$ cat src/rtl/snake_pkg.sv
// Shared constants and FSM state type for the snake body engine.
package snake_pkg;

  localparam logic [1:0] DIR_RIGHT = 2'd0;
  localparam logic [1:0] DIR_LEFT  = 2'd1;
  localparam logic [1:0] DIR_DOWN  = 2'd2;
  localparam logic [1:0] DIR_UP    = 2'd3;

  localparam int unsigned X_MAX_DEF = 160;
  localparam int unsigned Y_MAX_DEF = 120;

  localparam logic [2:0] HEAD_COLOUR = 3'b010;
  localparam logic [2:0] BG_COLOUR   = 3'b000;

  typedef enum logic [2:0] {
    StIdle,
    StMove,
    StCheck,
    StDrawHead,
    StEraseTail,
    StDead
  } snake_state_e;

endpackage

$ cat src/rtl/snake_pos_ram.sv
// Segment coordinate store: one write port, one synchronous read port, {x,y} words.
module snake_pos_ram #(
  parameter int unsigned Depth = 256,
  parameter int unsigned Width = 15
) (
  input  logic                     i_clk,
  input  logic                     i_we,
  input  logic [$clog2(Depth)-1:0] i_waddr,
  input  logic [Width-1:0]         i_wdata,
  input  logic [$clog2(Depth)-1:0] i_raddr,
  output logic [Width-1:0]         o_rdata
);

  logic [Width-1:0] r_mem [Depth];
  logic [Width-1:0] r_rdata;

  always_ff @(posedge i_clk) begin
    if (i_we) begin
      r_mem[i_waddr] <= i_wdata;
    end
    r_rdata <= r_mem[i_raddr];
  end

  assign o_rdata = r_rdata;

endmodule

$ cat src/rtl/snake_body.sv
// Snake body engine: head movement, collision scan over the segment ring, plot stream.
// Define WRAP_EN to make the playfield edges wrap instead of killing the snake.
module snake_body import snake_pkg::*; #(
  parameter int unsigned X_MAX   = X_MAX_DEF,
  parameter int unsigned Y_MAX   = Y_MAX_DEF,
  parameter int unsigned MAX_LEN = 256,
  parameter int unsigned INIT_X  = 80,
  parameter int unsigned INIT_Y  = 60
) (
  input  logic        clk,
  input  logic        rst,
  input  logic        step,
  input  logic [3:0]  dirControl,
  input  logic [10:0] grow,
  output logic [7:0]  h_x,
  output logic [6:0]  h_y,
  output logic [10:0] length,
  output logic        dead,
  output logic        plot_valid,
  input  logic        plot_ready,
  output logic [7:0]  plot_x,
  output logic [6:0]  plot_y,
  output logic [2:0]  plot_colour
);

  localparam int unsigned AW = $clog2(MAX_LEN);
  localparam logic [7:0]  XLAST     = 8'(X_MAX - 1);
  localparam logic [6:0]  YLAST     = 7'(Y_MAX - 1);
  localparam logic [10:0] MAX_LEN_L = 11'(MAX_LEN);
  localparam logic [14:0] INIT_XY   = {8'(INIT_X), 7'(INIT_Y)};

  snake_state_e r_state, w_state_d;
  logic [1:0]    r_dir, w_dir_d;
  logic [7:0]    r_hx, w_hx_d, r_nx, w_nx_d;
  logic [6:0]    r_hy, w_hy_d, r_ny, w_ny_d;
  logic [AW-1:0] r_head_ptr, w_head_ptr_d, r_tail_ptr, w_tail_ptr_d;
  logic [10:0]   r_len, w_len_d, r_cnt, w_cnt_d;
  logic [14:0]   r_tail_xy, w_tail_xy_d;
  logic          r_full_push, w_full_push_d;
  logic          r_plot_valid, w_plot_valid_d;
  logic [7:0]    r_plot_x, w_plot_x_d;
  logic [6:0]    r_plot_y, w_plot_y_d;
  logic [2:0]    r_plot_col, w_plot_col_d;

  logic [10:0]   w_target;
  logic          w_req_onehot;
  logic [1:0]    w_req_dir;
  logic [7:0]    w_mx;
  logic [6:0]    w_my;
  logic          w_wall;
  logic [14:0]   w_rd_data;
  logic [AW-1:0] w_rd_addr, w_push_addr, w_waddr;
  logic          w_hit, w_push, w_we;
  logic [14:0]   w_wdata;

  assign w_target = (grow == 11'd0) ? 11'd1 : ((grow > MAX_LEN_L) ? MAX_LEN_L : grow);
  assign w_req_onehot = (dirControl != 4'd0) && ((dirControl & (dirControl - 4'd1)) == 4'd0);

  always_comb begin
    w_req_dir = DIR_RIGHT;
    if (dirControl[1]) w_req_dir = DIR_LEFT;
    if (dirControl[2]) w_req_dir = DIR_DOWN;
    if (dirControl[3]) w_req_dir = DIR_UP;
  end

  // Candidate head one cell along r_dir; w_wall flags an edge crossing (w_mx/w_my hold the wrap).
  always_comb begin
    w_mx   = r_hx;
    w_my   = r_hy;
    w_wall = 1'b0;
    case (r_dir)
      DIR_RIGHT: if (r_hx == XLAST) begin w_wall = 1'b1; w_mx = 8'd0; end
                 else w_mx = r_hx + 8'd1;
      DIR_LEFT:  if (r_hx == 8'd0) begin w_wall = 1'b1; w_mx = XLAST; end
                 else w_mx = r_hx - 8'd1;
      DIR_DOWN:  if (r_hy == YLAST) begin w_wall = 1'b1; w_my = 7'd0; end
                 else w_my = r_hy + 7'd1;
      DIR_UP:    if (r_hy == 7'd0) begin w_wall = 1'b1; w_my = YLAST; end
                 else w_my = r_hy - 7'd1;
      default: ;
    endcase
  end

  // Scan walks tail->head; data for index cnt-1 arrives while index cnt is addressed.
  assign w_rd_addr   = r_tail_ptr + r_cnt[AW-1:0];
  assign w_push_addr = r_head_ptr + 1'b1;
  assign w_hit       = (r_state == StCheck) && (r_cnt != 11'd0) && (w_rd_data == {r_nx, r_ny});
  assign w_push      = (r_state == StCheck) && (r_cnt == r_len) && !w_hit;

  // Reset seeds slot 0 with the initial head through the normal write port.
  assign w_we    = rst | w_push;
  assign w_waddr = rst ? '0 : w_push_addr;
  assign w_wdata = rst ? INIT_XY : {r_nx, r_ny};

  snake_pos_ram #(
    .Depth (MAX_LEN),
    .Width (15)
  ) u_pos_ram (
    .i_clk   (clk),
    .i_we    (w_we),
    .i_waddr (w_waddr),
    .i_wdata (w_wdata),
    .i_raddr (w_rd_addr),
    .o_rdata (w_rd_data)
  );

  always_comb begin
    w_state_d      = r_state;
    w_dir_d        = r_dir;
    w_hx_d         = r_hx;
    w_hy_d         = r_hy;
    w_nx_d         = r_nx;
    w_ny_d         = r_ny;
    w_head_ptr_d   = r_head_ptr;
    w_tail_ptr_d   = r_tail_ptr;
    w_len_d        = r_len;
    w_cnt_d        = r_cnt;
    w_tail_xy_d    = r_tail_xy;
    w_full_push_d  = r_full_push;
    w_plot_valid_d = r_plot_valid;
    w_plot_x_d     = r_plot_x;
    w_plot_y_d     = r_plot_y;
    w_plot_col_d   = r_plot_col;
    case (r_state)
      StIdle: begin
        if (step) begin
          if (w_req_onehot && (w_req_dir != (r_dir ^ 2'd1))) w_dir_d = w_req_dir;
          w_state_d = StMove;
        end
      end
      StMove: begin
        w_nx_d  = w_mx;
        w_ny_d  = w_my;
        w_cnt_d = 11'd0;
`ifdef WRAP_EN
        w_state_d = StCheck;
`else
        w_state_d = w_wall ? StDead : StCheck;
`endif
      end
      StCheck: begin
        if (w_hit) begin
          w_state_d = StDead;
        end else begin
          if (r_cnt == 11'd1) w_tail_xy_d = w_rd_data;
          if (r_cnt == r_len) begin
            // A full ring overwrites the tail slot; length holds and the erase pops it.
            w_full_push_d  = (r_len == MAX_LEN_L);
            w_len_d        = (r_len == MAX_LEN_L) ? r_len : r_len + 11'd1;
            w_head_ptr_d   = w_push_addr;
            w_hx_d         = r_nx;
            w_hy_d         = r_ny;
            w_plot_valid_d = 1'b1;
            w_plot_x_d     = r_nx;
            w_plot_y_d     = r_ny;
            w_plot_col_d   = HEAD_COLOUR;
            w_state_d      = StDrawHead;
          end else begin
            w_cnt_d = r_cnt + 11'd1;
          end
        end
      end
      StDrawHead: begin
        if (plot_ready) begin
          if ((r_len > w_target) || r_full_push) begin
            w_plot_x_d   = r_tail_xy[14:7];
            w_plot_y_d   = r_tail_xy[6:0];
            w_plot_col_d = BG_COLOUR;
            w_state_d    = StEraseTail;
          end else begin
            w_plot_valid_d = 1'b0;
            w_state_d      = StIdle;
          end
        end
      end
      StEraseTail: begin
        if (plot_ready) begin
          w_tail_ptr_d   = r_tail_ptr + 1'b1;
          w_len_d        = r_full_push ? r_len : r_len - 11'd1;
          w_full_push_d  = 1'b0;
          w_plot_valid_d = 1'b0;
          w_state_d      = StIdle;
        end
      end
      StDead: begin
        w_plot_valid_d = 1'b0;
      end
      default: w_state_d = StIdle;
    endcase
  end

  always_ff @(posedge clk) begin
    if (rst) begin
      r_state      <= StIdle;
      r_dir        <= DIR_RIGHT;
      r_hx         <= 8'(INIT_X);
      r_hy         <= 7'(INIT_Y);
      r_nx         <= 8'(INIT_X);
      r_ny         <= 7'(INIT_Y);
      r_head_ptr   <= '0;
      r_tail_ptr   <= '0;
      r_len        <= 11'd1;
      r_cnt        <= 11'd0;
      r_tail_xy    <= INIT_XY;
      r_full_push  <= 1'b0;
      r_plot_valid <= 1'b0;
      r_plot_x     <= 8'd0;
      r_plot_y     <= 7'd0;
      r_plot_col   <= 3'd0;
    end else begin
      r_state      <= w_state_d;
      r_dir        <= w_dir_d;
      r_hx         <= w_hx_d;
      r_hy         <= w_hy_d;
      r_nx         <= w_nx_d;
      r_ny         <= w_ny_d;
      r_head_ptr   <= w_head_ptr_d;
      r_tail_ptr   <= w_tail_ptr_d;
      r_len        <= w_len_d;
      r_cnt        <= w_cnt_d;
      r_tail_xy    <= w_tail_xy_d;
      r_full_push  <= w_full_push_d;
      r_plot_valid <= w_plot_valid_d;
      r_plot_x     <= w_plot_x_d;
      r_plot_y     <= w_plot_y_d;
      r_plot_col   <= w_plot_col_d;
    end
  end

  assign h_x         = r_hx;
  assign h_y         = r_hy;
  assign length      = r_len;
  assign dead        = (r_state == StDead);
  assign plot_valid  = r_plot_valid;
  assign plot_x      = r_plot_x;
  assign plot_y      = r_plot_y;
  assign plot_colour = r_plot_col;

endmodule

$ cat config.mk
export PLATFORM = sky130hd
export DESIGN_NAME = snake_body
export DESIGN_NICKNAME = d
export VERILOG_FILES = /design/src/rtl/snake_pkg.sv /design/src/rtl/snake_pos_ram.sv /design/src/rtl/snake_body.sv
export SDC_FILE = /design/constraint.sdc
export NUM_CORES = 2
export LEC_CHECK = 0
export BUFFER_PORTS_ARGS = -buffer_cell sky130_fd_sc_hd__buf_2
export CORE_UTILIZATION = 35
export DETAILED_ROUTE_END_ITERATION = 8
export GPL_TIMING_DRIVEN = 0
export PLACE_DENSITY_LB_ADDON = 0.05
export SYNTH_ARGS = -nofsm -noshare
export SYNTH_HDL_FRONTEND = slang
export SYNTH_SLANG_ARGS = --single-unit
$ cat constraint.sdc
create_clock -name clk -period 9.49 [get_ports clk]
set_input_delay 1.898 -clock clk [delete_from_list [all_inputs] [get_ports clk]]
set_output_delay 1.898 -clock clk [all_outputs]
set_load 0.01 [all_outputs]
# Yosys cells after proc, flatten, opt, wreduce, memory -nomap -nowiden
# Memories as Yosys holds them, arrays and structs flattened. A register that Yosys moved wholly into a read port is not among the register bits.
# Index checks and enable logic that the tools add are counted.
[totals] reg_bits=108 ram_bits=3840 out_inout_bits=46 memories=1
[memory_table] memory="u_pos_ram.r_mem" words=256 word_bits=15 rd=1 rd_clocked_by_memory_dff=1 wr=1 line="snake_pos_ram.sv:14" source="logic [Width-1:0] r_mem [Depth];"
[op_classes] addsub=11 order_cmp=2 n_eq_ne=26 mux=61 n_bitwise=5 reduce_logical=30
[ops] op="$mux 11" n=9
[ops] op="$mux 8" n=7
[ops] op="$pmux 11 s2" n=2
[ops] op="$mux 7" n=6
[ops] op="$mux 3" n=11
[ops] op="$pmux 8 s2" n=2
[ops] op="$pmux 7 s2" n=2
[ops] op="$add 8x1->8 const B" n=3
[ops] op="$add 11x1->11 const B" n=2
[ops] op="$ne 2x2->1 const B" n=9
[ops] op="$pmux 3 s6" n=1
[ops] op="$eq 15x15->1" n=1
[ops] op="$mux 15" n=1
[ops] op="$mux 1" n=14
[ops] op="$reduce_and 3->1" n=4
[ops] op="$reduce_and 6->1" n=2
[ops] op="$eq 11x1->1 const B" n=1
[ops] op="$eq 11x11->1" n=1
[ops] op="$eq 11x9->1 const B" n=1
[ops] op="$gt 11x11->1" n=1
[ops] op="$gt 11x9->1 const B" n=1
[ops] op="$logic_not 11->1" n=1
[ops] op="$reduce_bool 11->1" n=1
[ops] op="$sub 11x1->11 const B" n=1
[ops] op="other kinds (35)" n=51

# Depth between registers and ports, before layout
[logic_depth] ltp_word=8 ltp_mapped=15

# Cells and area by module
# Synthesis repeated with hierarchy kept, for this count alone.
[hier_totals] hier_cells=7551 area_unflattened_um2=154428.1
[modules_own_cells] mod="snake_pos_ram" n_inst=1 cells_per_inst=6708 area_per_inst_um2=147611.6
[modules_own_cells] mod="snake_body" n_inst=1 cells_per_inst=843 area_per_inst_um2=6816.5

# Least setup slack after synthesis
# Ideal clock, no wire load.
[synth_path] kind="input -> register" from="in rst" to="mem u_pos_ram.r_mem[0][7] (data pin)" setup_ns=1.448 arrival_ns=8.708 path_slack_ns=-0.667 stages=4 path_buffers=3 cell_sequence="clkbuf_1 clkbuf_1 clkbuf_1 nor2b_1"
[synth_via] elab_chain_len=1
[synth_rtl] element="start: declaration" line="snake_body.sv:11" source="input logic rst,"
[synth_rtl] element="$mux 15" line="snake_body.sv:93" source="assign w_wdata = rst ? INIT_XY : {r_nx, r_ny};"
[synth_rtl] element="named net u_pos_ram.i_wdata[7]" line="snake_pos_ram.sv:9" source="input logic [Width-1:0] i_wdata,"
[synth_rtl] element="end: declaration" line="snake_pos_ram.sv:14"
# The timed path passes the listed nets, and every way through them passes these cells.

# Final worst setup path
[layout_path] from="reg r_cnt[0]" to="reg u_pos_ram.r_rdata[2], in the netlist u_pos_ram.o_rdata[2] (read register of u_pos_ram.r_mem)"
[layout_via] elab_chain_len=1
[layout_rtl] element="start: declaration" line="snake_body.sv:37" source="logic [10:0] r_len, w_len_d, r_cnt, w_cnt_d;"
[layout_rtl] element="start signal: assignment" line="snake_body.sv:220" source="r_cnt <= w_cnt_d;"
[layout_rtl] element="$add 8x8->8" line="snake_body.sv:85" source="assign w_rd_addr = r_tail_ptr + r_cnt[AW-1:0];"
[layout_rtl] element="end: declaration" line="snake_pos_ram.sv:15" source="logic [Width-1:0] r_rdata;"
# Every way passes these cells.
# A chain may end at the register's enable or synchronous reset.

==> summary.txt <==
Outcome
  • Status: complete, but fails checks
  • Failing checks: capacitance limit

Hold path
  • Hold Crit Class: register to register

Clock network
  • CTS Sinks: 3961
  • Number of CTS-inserted buffers: 440
  • Resize count post-CTS: 0
  • Clock Tree Buf Depth: 4
  • Clock Latency Late Sink: 1.01 ns
  • Clock slew at reported path FFs: 0.06 ns
  • Root Buffer: clkbuf_16
  • H-tree lvl count: 5
  • Post-CTS Repair Setup Buffers: 0
  • Post-CTS Hold Buffers: 0
  • CTS tree: yes

Timing
  • Worst slew pin tran: 1.47 ns
  • Final setup viols: 0
  • Skew final: 0.0500 ns
  • Fin crit share: 0.809
  • RSZ-0062 raised after global routing: no
  • Final hold viol count: 0
  • Tmin final: 7.68 ns
  • Fmax: 130 MHz
  • Slew Limit Fails: 0
  • Hold WS: 0.480 ns
  • Slew headroom: 0.0206

Yosys
  • Post-synthesis compound-gate area fraction: 0.0157
  • Ys flop type: edfxtp_1
  • Post-Synth Adder-Cell Area: 0.00317
  • Post-Syn Instances: 7287
  • Number of synthesized flops with an enable pin: 3840
  • Largest family of logic cells by synthesized area: multiplexers
  • Yosys cell types: 83
  • Yosys Warn Count: 0
  • Synth top area cells: edfxtp_1 (75%), mux4_2 (16%), dfxtp_1 (1.6%), nand2_1 (1.1%), nor2_1 (1.0%)
  • Simple-Gate Fraction of Synth Area: 0.0355
  • Sequential area share after synthesis: 0.761
  • Synth async-reset ratio: 0
  • Top cell type by total area after synthesis: edfxtp_1
  • Yosys top cell area share: 0.745
  • Syn avg cell area: 21.2 um2
  • Multiplexer share of the synthesized area: 0.166
  • Post-synthesis register bit count: 3961
  • Mapped cell area: 155000 um2
  • XOR/XNOR share of the synthesized area: 0.00441

Setup path
  • WP data required: 10.26 ns
  • Worst setup EP type: register
  • Worst flop-to-flop path endpoint: u_pos_ram.o_rdata[2]$_DFF_P_
  • Flop2flop setup slack: 1.81 ns
  • CP arrival: 8.45 ns
  • Crit path from: r_cnt[0]$_SDFFE_PP0P_
  • Crit path kind: register to register
  • Worst reg2reg startpoint: r_cnt[0]$_SDFFE_PP0P_
  • CP max stage cell: nor4b_2
  • R2r worst-path depth: 10
  • Worst Setup Start Kind: register
  • CP Capture Point: u_pos_ram.o_rdata[2]$_DFF_P_
  • CP Max Fanout: 10
  • CP max stage delay: 1.20 ns
  • Cell mode on critical path: clkbuf_1
  • Critical path cell sequence: ha_1 -> fa_1 -> xnor2_1 -> clkbuf_1 -> clkbuf_1 -> mux4_2 -> a2bb2oi_1 -> a21o_1 -> o2111ai_1 -> nor4b_2

Cells and area
  • Design Area, Final: 184000 um2
  • Layout net count: 8223
  • Post-Route Utilization: 0.419
  • Share of cells above drive strength 1: 0.313
  • P&R area growth vs syn: 18.8%

Global route
  • Global-route wire length before repair: 683000 um
  • Vias in the first global route: 80000
  • Gr usage total: 0.224
  • Initial antenna violation count: 50
  • Grt total ovfl: 0
  • Largest net degree at the start of global routing: 82

Floorplanning
  • Die Height: 667 um
  • Std cell rows: 243
  • Die Width: 667 um
  • Core ar.: 439000 um2
  • DIE AREA: 445000 um2
  • Initial Util: 0.353
  • # IOs: 65

Routing
  • Vias/cell: 5.43
  • Initial DRC Count: 8671
  • DRT Pass-1 Iters: 7
  • Drt wl/cell: 34.8 um
  • Number of remaining DRC errors: 0
  • Antenna viol nets, final: 0
  • WL final: 502000 um
  • Vias: 78300

Pwr
  • PnR Total Power: 43.0 mW
  • Worst vdd ir: 0.145 mV
  • P per Cell Area: 234 nW/um2
  • P_leak: 58.1 nW

Placed design
  • Final RePlAce weighted congestion: 0.868
  • HPWL Detailed: 356000 um
  • PortBufs: 61
  • Post-Place Cell Area: 170000 um2

Job
  • # Max-Cap Violations: 1
-- stage by stage --
step / instances / worst slack, ns / setup TNS, ns
6_report: 14400 / 1.81 / 0
5_1_grt: 14400 / 1.98 / 0
4_1_cts: 14400 / 1.99 / 0
3_5_place_dp: 13600 / 2.03 / 0
3_3_place_gp: 13200 / -12.58 / -
2_1_floorplan: 7289 / -0.667 / -1535.39
-- registers in the layout, indices dropped and copies added (netlist names) --
register	flops
plot_valid	1
plot_y	7
r_state	3
r_tail_xy	15
r_cnt	11
h_y	7
u_pos_ram.r_mem	3840
length	11
r_tail_ptr	8
r_head_ptr	8
r_nx	8
u_pos_ram.o_rdata	15
r_full_push	1
plot_colour	1
r_dir	2
r_ny	7
h_x	8
plot_x	8
-- critical path, delay by kind of cell, from the launching register on --
family | cells | cell delay [ns]
xor+xnor | 1 | 1.13
compound gates | 3 | 1.51
buf+inv | 2 | 1.85
mux | 1 | 0.49
flops | 1 | 0.41
fa+ha+maj | 2 | 0.79
simple gates | 1 | 1.20
-- Yosys cell counts, types with 5 or more instances --
cell,instances
edfxtp_1,3840
nor3_1,16
nor2_1,423
nand4_1,19
nand3_1,122
or2_2,14
or3_1,25
dfxtp_1,121
nor3b_1,6
a211oi_1,27
nand2b_1,18
a2bb2oi_1,14
nor2b_1,23
or4_1,5
and2_1,7
o2111ai_1,15
nand2_1,446
a31oi_1,5
inv_1,16
buf_4,83
buf_2,81
o21bai_1,16
xnor2_1,47
o31ai_1,5
a32o_1,14
buf_1,17
o22ai_1,31
xor2_1,29
mux2_2,14
and3_1,26
a311o_1,14
mux4_2,1077
o21ai_0,41
buf_6,32
mux2i_1,127
nor4b_2,14
clkbuf_1,192
a21oi_1,97
a211o_1,13
and4_1,5
a21o_1,23
nor4_1,20
ha_1,36
-- cell type report --
class                           count  area [um2]
Fill cell                       38600      255000
Sequential cell                  3961      118000
Multi-Input combinational cell   2904       35700
Clock buffer                      566       11700
Tap cell                         5880        7360
Timing Repair Buffer              435        7290
Buffer                            406        2200
Clock inverter                    228        1770
Inverter                           18        67.6
Antenna cell                       19        47.5
-- placed cells by master, fill, tap and decap left out, types with 31 or more instances in the layout --
master     count
o22ai_1       31
clkinv_1     103
nand3_1      122
clkinv_2      77
clkbuf_16    447
buf_16        87
mux2i_1      127
buf_12        72
nor2_1       167
nor2_2       253
edfxtp_1    3840
mux4_2      1077
clkbuf_1     286
ha_1          36
buf_8        195
o21ai_0       40
dfxtp_1      121
buf_2        142
a21oi_1       97
xnor2_1       47
nand2_1      441
buf_6         50
buf_4         85
-- layer usage --
layer | share of wire | wire length (um) | vias to the layer above | track usage
li1 | - | - | 32100 | -
met1 | 0.45 | 226000 | 43000 | 0.327
met2 | 0.46 | 231000 | 2577 | 0.348
met3 | 0.061 | 30500 | 588 | 0.0362
met4 | 0.030 | 14900 | 0 | 0.0606
met5 | 0 | 0 | - | 0
-- power breakdown --
part	total, mW	switching, mW	internal (mW)
clock network	16.2	7.04	9.16
registers	19.8	0.120	19.7
logic	6.97	4.06	2.91
total	43.0	11.2	31.8
-- worst min path at each step --
stage / to / cells after the start / slack, ns / from
floorplan: r_tail_xy[11]$_SDFFE_PP1P_ / 1 / 0.46 / u_pos_ram.o_rdata[11]$_DFF_P_
global placement: r_tail_xy[5]$_SDFFE_PP1P_ / 1 / 0.48 / u_pos_ram.o_rdata[5]$_DFF_P_
detailed placement: plot_valid$_SDFFE_PP0P_ / 2 / 0.48 / plot_valid$_SDFFE_PP0P_
CTS: plot_colour[1]$_SDFFE_PP0P_ / 2 / 0.48 / plot_colour[1]$_SDFFE_PP0P_
global route: r_tail_xy[3]$_SDFFE_PP1P_ / 1 / 0.50 / u_pos_ram.o_rdata[3]$_DFF_P_
finish: plot_colour[1]$_SDFFE_PP0P_ / 2 / 0.48 / plot_colour[1]$_SDFFE_PP0P_
-- cells by family after synthesis --
| logic type | count (synthesis) |
|---|---|
| simple gates | 1215 |
| mux | 1218 |
| xor+xnor | 77 |
| flops | 3961 |
| fa+ha+maj | 38 |
| compound gates | 352 |
| other cells | 2 |
| buf+inv | 424 |
(Power assumes the default switching activity.)
